==> config.mk <==
export PLATFORM = sky130hd
export DESIGN_NAME = l1_mem_arbiter
export DESIGN_NICKNAME = d
export VERILOG_FILES = /design/src/rtl/l1_arb_pkg.sv /design/src/rtl/l1_mem_arbiter_burst_addr_gen.sv /design/src/rtl/l1_mem_arbiter.sv
export SDC_FILE = /design/constraint.sdc
export NUM_CORES = 1
export LEC_CHECK = 0
export ABC_AREA = 0
export CAP_MARGIN = 20
export CORE_UTILIZATION = 35
export DETAILED_ROUTE_END_ITERATION = 10
export HOLD_SLACK_MARGIN = 0.15
export PLACE_DENSITY = 0.77
export RECOVER_POWER = 100
export SLEW_MARGIN = 20
export SYNTH_ARGS = -nofsm -noshare
export SYNTH_HDL_FRONTEND = slang
export SYNTH_HIERARCHICAL = 1
export SYNTH_SLANG_ARGS = --single-unit
==> constraint.sdc <==
create_clock -name clock -period 1.4 [get_ports clock]
set_clock_uncertainty 0.1 [all_clocks]
set_input_delay 0.14 -clock clock [delete_from_list [all_inputs] [get_ports clock]]
set_output_delay 0.14 -clock clock [all_outputs]
set_load 0.02 [all_outputs]
==> src/rtl/l1_arb_pkg.sv <==
// Shared encodings and width helpers for the L1 memory arbiter and its burst address generator.
package l1_arb_pkg;

    typedef enum logic [1:0] {
        ST_IDLE  = 2'd0,
        ST_BURST = 2'd1,
        ST_DONE  = 2'd2
    } state_t;

    typedef enum logic {
        OWN_I = 1'b0,
        OWN_D = 1'b1
    } owner_t;

    localparam int DEF_DATA_W      = 32;
    localparam int DEF_BLOCK_WORDS = 4;
    localparam int DEF_BEAT_W      = $clog2(DEF_BLOCK_WORDS);
    localparam int DEF_OFF_W       = $clog2(DEF_BLOCK_WORDS * (DEF_DATA_W / 8));

    // Beat counter width; BLOCK_WORDS is a power of two >= 2.
    function automatic int beat_width(input int block_words);
        return $clog2(block_words);
    endfunction

    // Byte-offset bits inside one block.
    function automatic int off_width(input int block_words, input int data_w);
        return $clog2(block_words * (data_w / 8));
    endfunction

endpackage

==> src/rtl/l1_mem_arbiter_burst_addr_gen.sv <==
// Beat counter plus base + beat*WB address generation for one block burst.
module burst_addr_gen
    import l1_arb_pkg::*;
#(
    parameter int ADDR_W      = 32,
    parameter int DATA_W      = 32,
    parameter int BLOCK_WORDS = 4
) (
    input  logic              clock,
    input  logic              reset,
    input  logic              load,
    input  logic [ADDR_W-1:0] base_addr,
    input  logic              advance,
    output logic [ADDR_W-1:0] addr,
    output logic              last
);

    localparam int BW = beat_width(BLOCK_WORDS);
    localparam int OW = off_width(BLOCK_WORDS, DATA_W);
    localparam int WS = $clog2(DATA_W / 8);
    localparam logic [ADDR_W-1:0] OFF_MASK = ADDR_W'((64'd1 << OW) - 64'd1);

    logic [ADDR_W-1:0] base;
    logic [BW-1:0]     beat;

    always_ff @(posedge clock) begin
        if (reset) begin
            base <= '0;
            beat <= '0;
        end else if (load) begin
            base <= base_addr & ~OFF_MASK;
            beat <= '0;
        end else if (advance) begin
            beat <= beat + 1'b1;
        end
    end

    // Base is block aligned, so the offset never carries out of the block.
    assign addr = base + (ADDR_W'(beat) << WS);
    assign last = &beat;

endmodule

==> src/rtl/l1_mem_arbiter.sv <==
// Shares one memory port between I-side refills and D-side refills/writebacks as fixed-length bursts.
// Build option: ARB_RR_EN selects round-robin on contention; otherwise D has fixed priority.
module l1_mem_arbiter
    import l1_arb_pkg::*;
#(
    parameter int ADDR_W      = 32,
    parameter int DATA_W      = 32,
    parameter int BLOCK_WORDS = 4
) (
    input  logic              clock,
    input  logic              reset,
    input  logic              i_req,
    input  logic [ADDR_W-1:0] i_addr,
    output logic [DATA_W-1:0] i_rdata,
    output logic              i_rvalid,
    output logic              i_done,
    input  logic              d_req,
    input  logic              d_we,
    input  logic [ADDR_W-1:0] d_addr,
    input  logic [DATA_W-1:0] d_wdata,
    output logic              d_wnext,
    output logic [DATA_W-1:0] d_rdata,
    output logic              d_rvalid,
    output logic              d_done,
    output logic              mem_req,
    output logic              mem_we,
    output logic [ADDR_W-1:0] mem_addr,
    output logic [DATA_W-1:0] mem_wdata,
    input  logic [DATA_W-1:0] mem_rdata,
    input  logic              mem_ready,
    output logic              busy
);

    state_t            state, state_nxt;
    owner_t            owner, grant;
    logic              we_q;
    logic              load, accept, last;
    logic [ADDR_W-1:0] beat_addr;

    assign load   = (state == ST_IDLE) && (i_req || d_req);
    assign accept = (state == ST_BURST) && mem_ready;

`ifdef ARB_RR_EN
    owner_t last_grant;

    always_ff @(posedge clock) begin
        if (reset)     last_grant <= OWN_I;
        else if (load) last_grant <= grant;
    end
`endif

    always_comb begin
        grant = OWN_I;
        if (d_req && !i_req) begin
            grant = OWN_D;
        end else if (d_req && i_req) begin
`ifdef ARB_RR_EN
            grant = (last_grant == OWN_I) ? OWN_D : OWN_I;
`else
            grant = OWN_D;
`endif
        end
    end

    burst_addr_gen #(
        .ADDR_W      (ADDR_W),
        .DATA_W      (DATA_W),
        .BLOCK_WORDS (BLOCK_WORDS)
    ) u_addr_gen (
        .clock     (clock),
        .reset     (reset),
        .load      (load),
        .base_addr ((grant == OWN_D) ? d_addr : i_addr),
        .advance   (accept),
        .addr      (beat_addr),
        .last      (last)
    );

    always_ff @(posedge clock) begin
        if (reset) state <= ST_IDLE;
        else       state <= state_nxt;
    end

    always_comb begin
        state_nxt = state;
        case (state)
            ST_IDLE:  if (i_req || d_req)  state_nxt = ST_BURST;
            ST_BURST: if (accept && last)  state_nxt = ST_DONE;
            ST_DONE:                       state_nxt = ST_IDLE;
            default:                       state_nxt = ST_IDLE;
        endcase
    end

    always_ff @(posedge clock) begin
        if (reset) begin
            owner <= OWN_I;
            we_q  <= 1'b0;
        end else if (load) begin
            owner <= grant;
            we_q  <= (grant == OWN_D) && d_we;
        end
    end

    always_comb begin
        mem_req   = (state == ST_BURST);
        mem_we    = mem_req && we_q;
        mem_addr  = mem_req ? beat_addr : '0;
        mem_wdata = (mem_req && owner == OWN_D && we_q) ? d_wdata : '0;
        d_wnext   = mem_req && (owner == OWN_D) && we_q && mem_ready;
        i_done    = (state == ST_DONE) && (owner == OWN_I);
        d_done    = (state == ST_DONE) && (owner == OWN_D);
        busy      = (state != ST_IDLE);
    end

    // Refill data lands one cycle after the beat is accepted.
    always_ff @(posedge clock) begin
        if (reset) begin
            i_rdata  <= '0;
            i_rvalid <= 1'b0;
            d_rdata  <= '0;
            d_rvalid <= 1'b0;
        end else begin
            i_rvalid <= accept && (owner == OWN_I);
            d_rvalid <= accept && (owner == OWN_D) && !we_q;
            if (accept && owner == OWN_I)          i_rdata <= mem_rdata;
            if (accept && owner == OWN_D && !we_q) d_rdata <= mem_rdata;
        end
    end

endmodule

==> flow_summary.yaml, run 1 <==
routing:
  drt-met1-wl_microns: 6460
  wl_per_cell_microns: 17.0
  met2_length_microns: 8450
  vias: 4584
  top_layer: "met4"
  drt_iter0_drc: 210
  vias_per_cell: 4.71
  wl_met3_microns: 1290
  drt-pass1-iter-count: 4
  antenna_left: 0
  routed_wl_microns: 16500
  drc: 0
global_route:
  grt_pass1_vias: 4651
  globalRouteOverflowTotal: 0
  grt_pass1_wl_microns: 23600
  grt_max_degree: 63
  antenna_found_initial: 0
  grt_use_total_pct: 21.4
finish:
  final_cell_area_sq_mm: 0.00830
  final_cell_mix: "124 x clkdlybuf4s50_1, 97 x dfxtp_1, 69 x buf_6"
  nets: 928
  antenna_cells: 0
  layout.cells.non_filler: 974
  nFillCells: 1130
  drive_above_1_share_pct: 32.6
  area_growth_pct: 74.9
  final_common_cell: "clkdlybuf4s50_1"
clocking:
  cts.clk_slew.worst_paths_ps: 70
  cts.sinks: 100
  clock_latency_ps: 350
  tritoncts: "yes"
  cts_made_buffers: 9
  cts.htree.levels: 3
  clockBufferDepth: 2
  clockRootBuffer: "clkbuf_16"
critical_path:
  critPathTopFamily: "simple AND/OR/NAND/NOR gates"
  crit_cells: 6
  critPathLaunchType: "flip-flop"
  arrival_ps: 1550
  critPathKind: "flip-flop to output port"
  path_common_cell: "buf_6"
  slowest_stage: "dfxtp_2"
  cp_max_fo: 8
  crit_path_cell_trace: "nor2b_4 -> and3_4 -> buf_6 -> buf_16 -> and2_4 -> buf_6"
  max_stage_delay_ps: 330
  end_kind: "output port"
  crit_buf_inv: 3
  required_ps: 1160
  reg2reg_depth: 7
placement:
  placed_area_sq_mm: 0.00770
  dp_hpwl_microns: 10900
  port_buffers: 259
  routabilityCongestion: 0.860
  place_inst: 936
sta:
  rsz0062_at_grt: "true"
  finalCriticalPeriod_ps: 1790
  finalSetupViolations: 156
  fmax_mhz: 560
  hold_viol: 0
  hold_ws_ps: 273
  setup_tns_ps: -34910
  fin_crit_sh_pct: 128
  slew_violations: 0
  fin_ws_ps: -386
die:
  rows: 42
  dieHeight_microns: 118
  core_area_sq_mm: 0.0132
  ios: 270
  dieArea_sq_mm: 0.0140
  start_util_pct: 35.8
  die_x_microns: 118
yosys:
  syn_area_sq_mm: 0.00474
  syn_inst: 516
  synth_area_per_cell_sq_um: 9.19
  ys_warn_count: 6
pwr:
  p_leak_nw: 3.65
  netSwitchingFraction_pct: 26.7
  p_int_mw: 5.32
  p_sw_mw: 1.94
  p_comb_share_pct: 22.5
  pwr-share-clk_pct: 35.4
  vdd_drop_max_mv: 0.707
  power.total_mw: 7.25
  p_seq_share_pct: 42.1
  power_density_mw_per_mm2: 874
hold_path:
  hp-class: "input pin to flip-flop"
  worstHoldPathCells: 3
run_status:
  outcome: "complete, but fails checks"
  violations: "setup timing"
flow_run:
  maxCapViolCount: 0
## through the flow
stage	setup slack (ps)	util, %
after floorplan	0.647	-
after global placement	-429	58.2
after detailed placement	-463	58.2
after CTS	-372	62.0
after global routing	-434	62.6
final	-386	62.6
## worst paths after layout
path / from / endpoint / slack, ps
min reg2reg: i_rdata[7] / i_rdata[7] / 360
max: state[0] / mem_wdata[23] / -390
max reg2reg: state[0] / d_rdata[24] / -280
min: mem_rdata[15] / i_rdata[15] / 270
## flip-flops by register name, summed over array words and instances (netlist names)
signal	count
we_q	1
state	2
i_rdata	32
d_rdata	32
u_addr_gen/beat	2
i_rvalid	1
d_rvalid	1
owner	1
u_addr_gen/base	28
## routing by layer
| metal | global-route usage (%) | up-vias |
|---|---|---|
| met4 | 8.78 | 0 |
| met5 | 0 | - |
| met1 | 23.4 | 2152 |
| met2 | 38.2 | 179 |
| met3 | 6.52 | 29 |
| li1 | - | 2224 |
## worst reg2reg max path, cell delays in order, from the launching register on
cell and delay [ps]:
dfxtp_2 330, nor2b_4 150, buf_4 230, buf_4 160, buf_4 110, nand4b_4 140, buf_12 200, mux2i_1 130
## layout make-up
type	instances	area (sq um)	share of cell area, %
clock buffer	10	229	2.76
clock inverter	6	71.3	0.860
inverter	2	10.0	0.121
multi-input combinational	373	2730	32.9
sequential	100	2010	24.2
tap	176	220	2.65
timing repair buffer	307	3030	36.5
## power by group through the flow
stage / Clock (mW) / Sequential (mW) / Combinational (mW)
detailed placement: 0 / 3.11 / 1.44
global route: 2.73 / 3.07 / 1.73
floorplan: 0 / 3.17 / 0.650
global placement: 0 / 3.10 / 1.41
CTS: 2.61 / 3.05 / 1.50
finish: 2.57 / 3.05 / 1.63
## repair_timing
action | 4_1_cts | 5_1_grt
pin swaps | 26 | 10
setup endpoints to repair | 197 | 209
gates cloned | 4 | 8
hold buffers | 1 | 0
gates resized for setup | 441 | 110
setup buffers | 6 | 7
hold endpoints to repair | 11 | 0
No activity file was read; power rests on OpenSTA's default activity.
==> run 2, diff against run 1 <==
--- a/config.mk
+++ b/config.mk
@@ -8,10 +8,13 @@
 export ABC_AREA = 0
 export CAP_MARGIN = 20
 export CORE_UTILIZATION = 35
+export CTS_CLUSTER_SIZE = 25
 export DETAILED_ROUTE_END_ITERATION = 10
 export HOLD_SLACK_MARGIN = 0.15
+export MAX_ROUTING_LAYER = met4
 export PLACE_DENSITY = 0.77
 export RECOVER_POWER = 100
+export SETUP_SLACK_MARGIN = 0.5
 export SLEW_MARGIN = 20
 export SYNTH_ARGS = -nofsm -noshare
 export SYNTH_HDL_FRONTEND = slang
==> flow_summary.yaml, run 2 (synthesized netlist as in run 1, its figures left out) <==
clocking:
  clockBufferDepth: 2
  tritoncts: "yes"
  clock_latency_ps: 340
  cts_made_buffers: 9
  clockRootBuffer: "clkbuf_16"
  cts.sinks: 100
  cts.clk_slew.worst_paths_ps: 80
  cts.htree.levels: 3
critical_path:
  arrival_ps: 1560
  reg2reg_depth: 7
  slowest_stage: "dfxtp_4"
  critPathKind: "flip-flop to output port"
  required_ps: 1160
  critPathLaunchType: "flip-flop"
  max_stage_delay_ps: 340
  end_kind: "output port"
  cp_max_fo: 6
  crit_path_cell_trace: "nor2b_4 -> and3_4 -> buf_12 -> clkbuf_16 -> and2_4 -> buf_6"
sta:
  fin_ws_ps: -397
  setup_tns_ps: -32050
  finalSetupViolations: 162
  hold_viol: 2
  slew_violations: 0
  finalCriticalPeriod_ps: 1800
  rsz0062_at_grt: "true"
  fin_crit_sh_pct: 128
  fmax_mhz: 556
  hold_ws_ps: -0.460
pwr:
  vdd_drop_max_mv: 0.546
  power.total_mw: 7.27
  p_leak_nw: 4.03
  power_density_mw_per_mm2: 813
flow_run:
  maxCapViolCount: 0
global_route:
  grt_pass1_vias: 4666
  antenna_found_initial: 0
  globalRouteOverflowTotal: 0
  grt_use_total_pct: 23.2
  grt_max_degree: 69
  grt_pass1_wl_microns: 24600
routing:
  routed_wl_microns: 17100
  vias: 4716
  drt_iter0_drc: 174
  antenna_left: 0
  drc: 0
  drt-pass1-iter-count: 4
  wl_per_cell_microns: 17.2
  vias_per_cell: 4.74
hold_path:
  worstHoldPathCells: 2
  hp-class: "input pin to flip-flop"
finish:
  final_common_cell: "clkdlybuf4s50_1"
  final_cell_mix: "124 x clkdlybuf4s50_1, 108 x buf_6, 97 x dfxtp_1"
  largestRegisters: "d_rdata: 32 flops, i_rdata: 32 flops, u_addr_gen/base: 28 flops"
  antenna_cells: 0
  area_growth_pct: 88.4
  nets: 949
  drive_above_1_share_pct: 45.4
  final_util_pct: 67.5
placement:
  port_buffers: 259
  pre_cts_slack_ps: -499
  dp_hpwl_microns: 10700
  routabilityCongestion: 0.779
die:
  dieHeight_microns: 118
  rows: 42
  ios: 270
  core_area_sq_mm: 0.0132
  start_util_pct: 35.8
  dieArea_sq_mm: 0.0140
  die_x_microns: 118
run_status:
  outcome: "complete, but fails checks"
  violations: "hold timing, setup timing"
run 2: cell count changes in the layout (fill, tap and decap cells not counted), sizes merged:
cell         previous run  this run
buf                   109       198
clkbuf                 63        14
dlygate4sd2            20         0
bufbuf                  0         2
bufinv                  1         0
clkinv                  1         2
dlygate4sd3             1         0
run 2: path summary, 6_finish.rpt:
check	startpoint	end	slack [ps]
worst max register to register	state[0]	d_rdata[1]	-240
worst min-delay path	reset	i_rdata[22]	-0.5
worst min register to register	i_rdata[19]	i_rdata[19]	370
worst max-delay path	state[0]	mem_wdata[11]	-400
run 2: metrics by stage:
| step | cells | area [sq um] |
|---|---|---|
| final | 995 | 8940 |
| after global routing | 995 | 8940 |
| after CTS | 973 | 8690 |
| after detailed placement | 935 | 7770 |
| after global placement | 935 | 7770 |
| after floorplan | 517 | 5000 |
run 2: power by group:
group / internal, mW / total, mW / switching (mW)
Combinational: 1.03 / 1.76 / 0.726
Sequential: 2.98 / 3.06 / 0.0799
Clock: 1.29 / 2.45 / 1.17
Total: 5.30 / 7.27 / 1.97
run 2: layout make-up:
class                   count  area [sq um]
multi-input cells         373          2830
repair buffers            328          3570
inverters                   2          7.51
fillers                  1039          4310
clock buffers              10           239
well taps                 176           220
flip-flops and latches    100          2010
clock inverters             6          53.8
run 2: critical path, delay by kind of cell (launching register included):
family | cells | cell delay [ps]
buffers and inverters | 3 | 350
and+or+nand+nor | 3 | 510
DFF | 1 | 340
run 2: timing repair:
| action | in CTS | in global routing |
|---|---|---|
| setup endpoints to repair | 234 | 234 |
| endpoints found under the hold margin | 10 | 4 |
| pin swaps | 5 | 8 |
| cloned | 9 | 4 |
| setup buffers | 13 | 18 |
| resized for setup | 870 | 35 |
run 2: layer usage:
metal / vias up / wire [microns] / track usage (%)
li1: 2265 / - / -
met1: 2240 / 6540 / 24.7
met2: 182 / 9110 / 42.4
met3: 29 / 1030 / 4.34
met4: 0 / 396 / 8.54
met5: - / 0 / -
==> run 3, diff against run 2 <==
--- a/config.mk
+++ b/config.mk
@@ -6,7 +6,6 @@
 export NUM_CORES = 1
 export LEC_CHECK = 0
 export ABC_AREA = 0
-export CAP_MARGIN = 20
 export CORE_UTILIZATION = 35
 export CTS_CLUSTER_SIZE = 25
 export DETAILED_ROUTE_END_ITERATION = 10
==> results of run 3 <==
The final DEF is identical to that of run 2; final timing and power are the same.
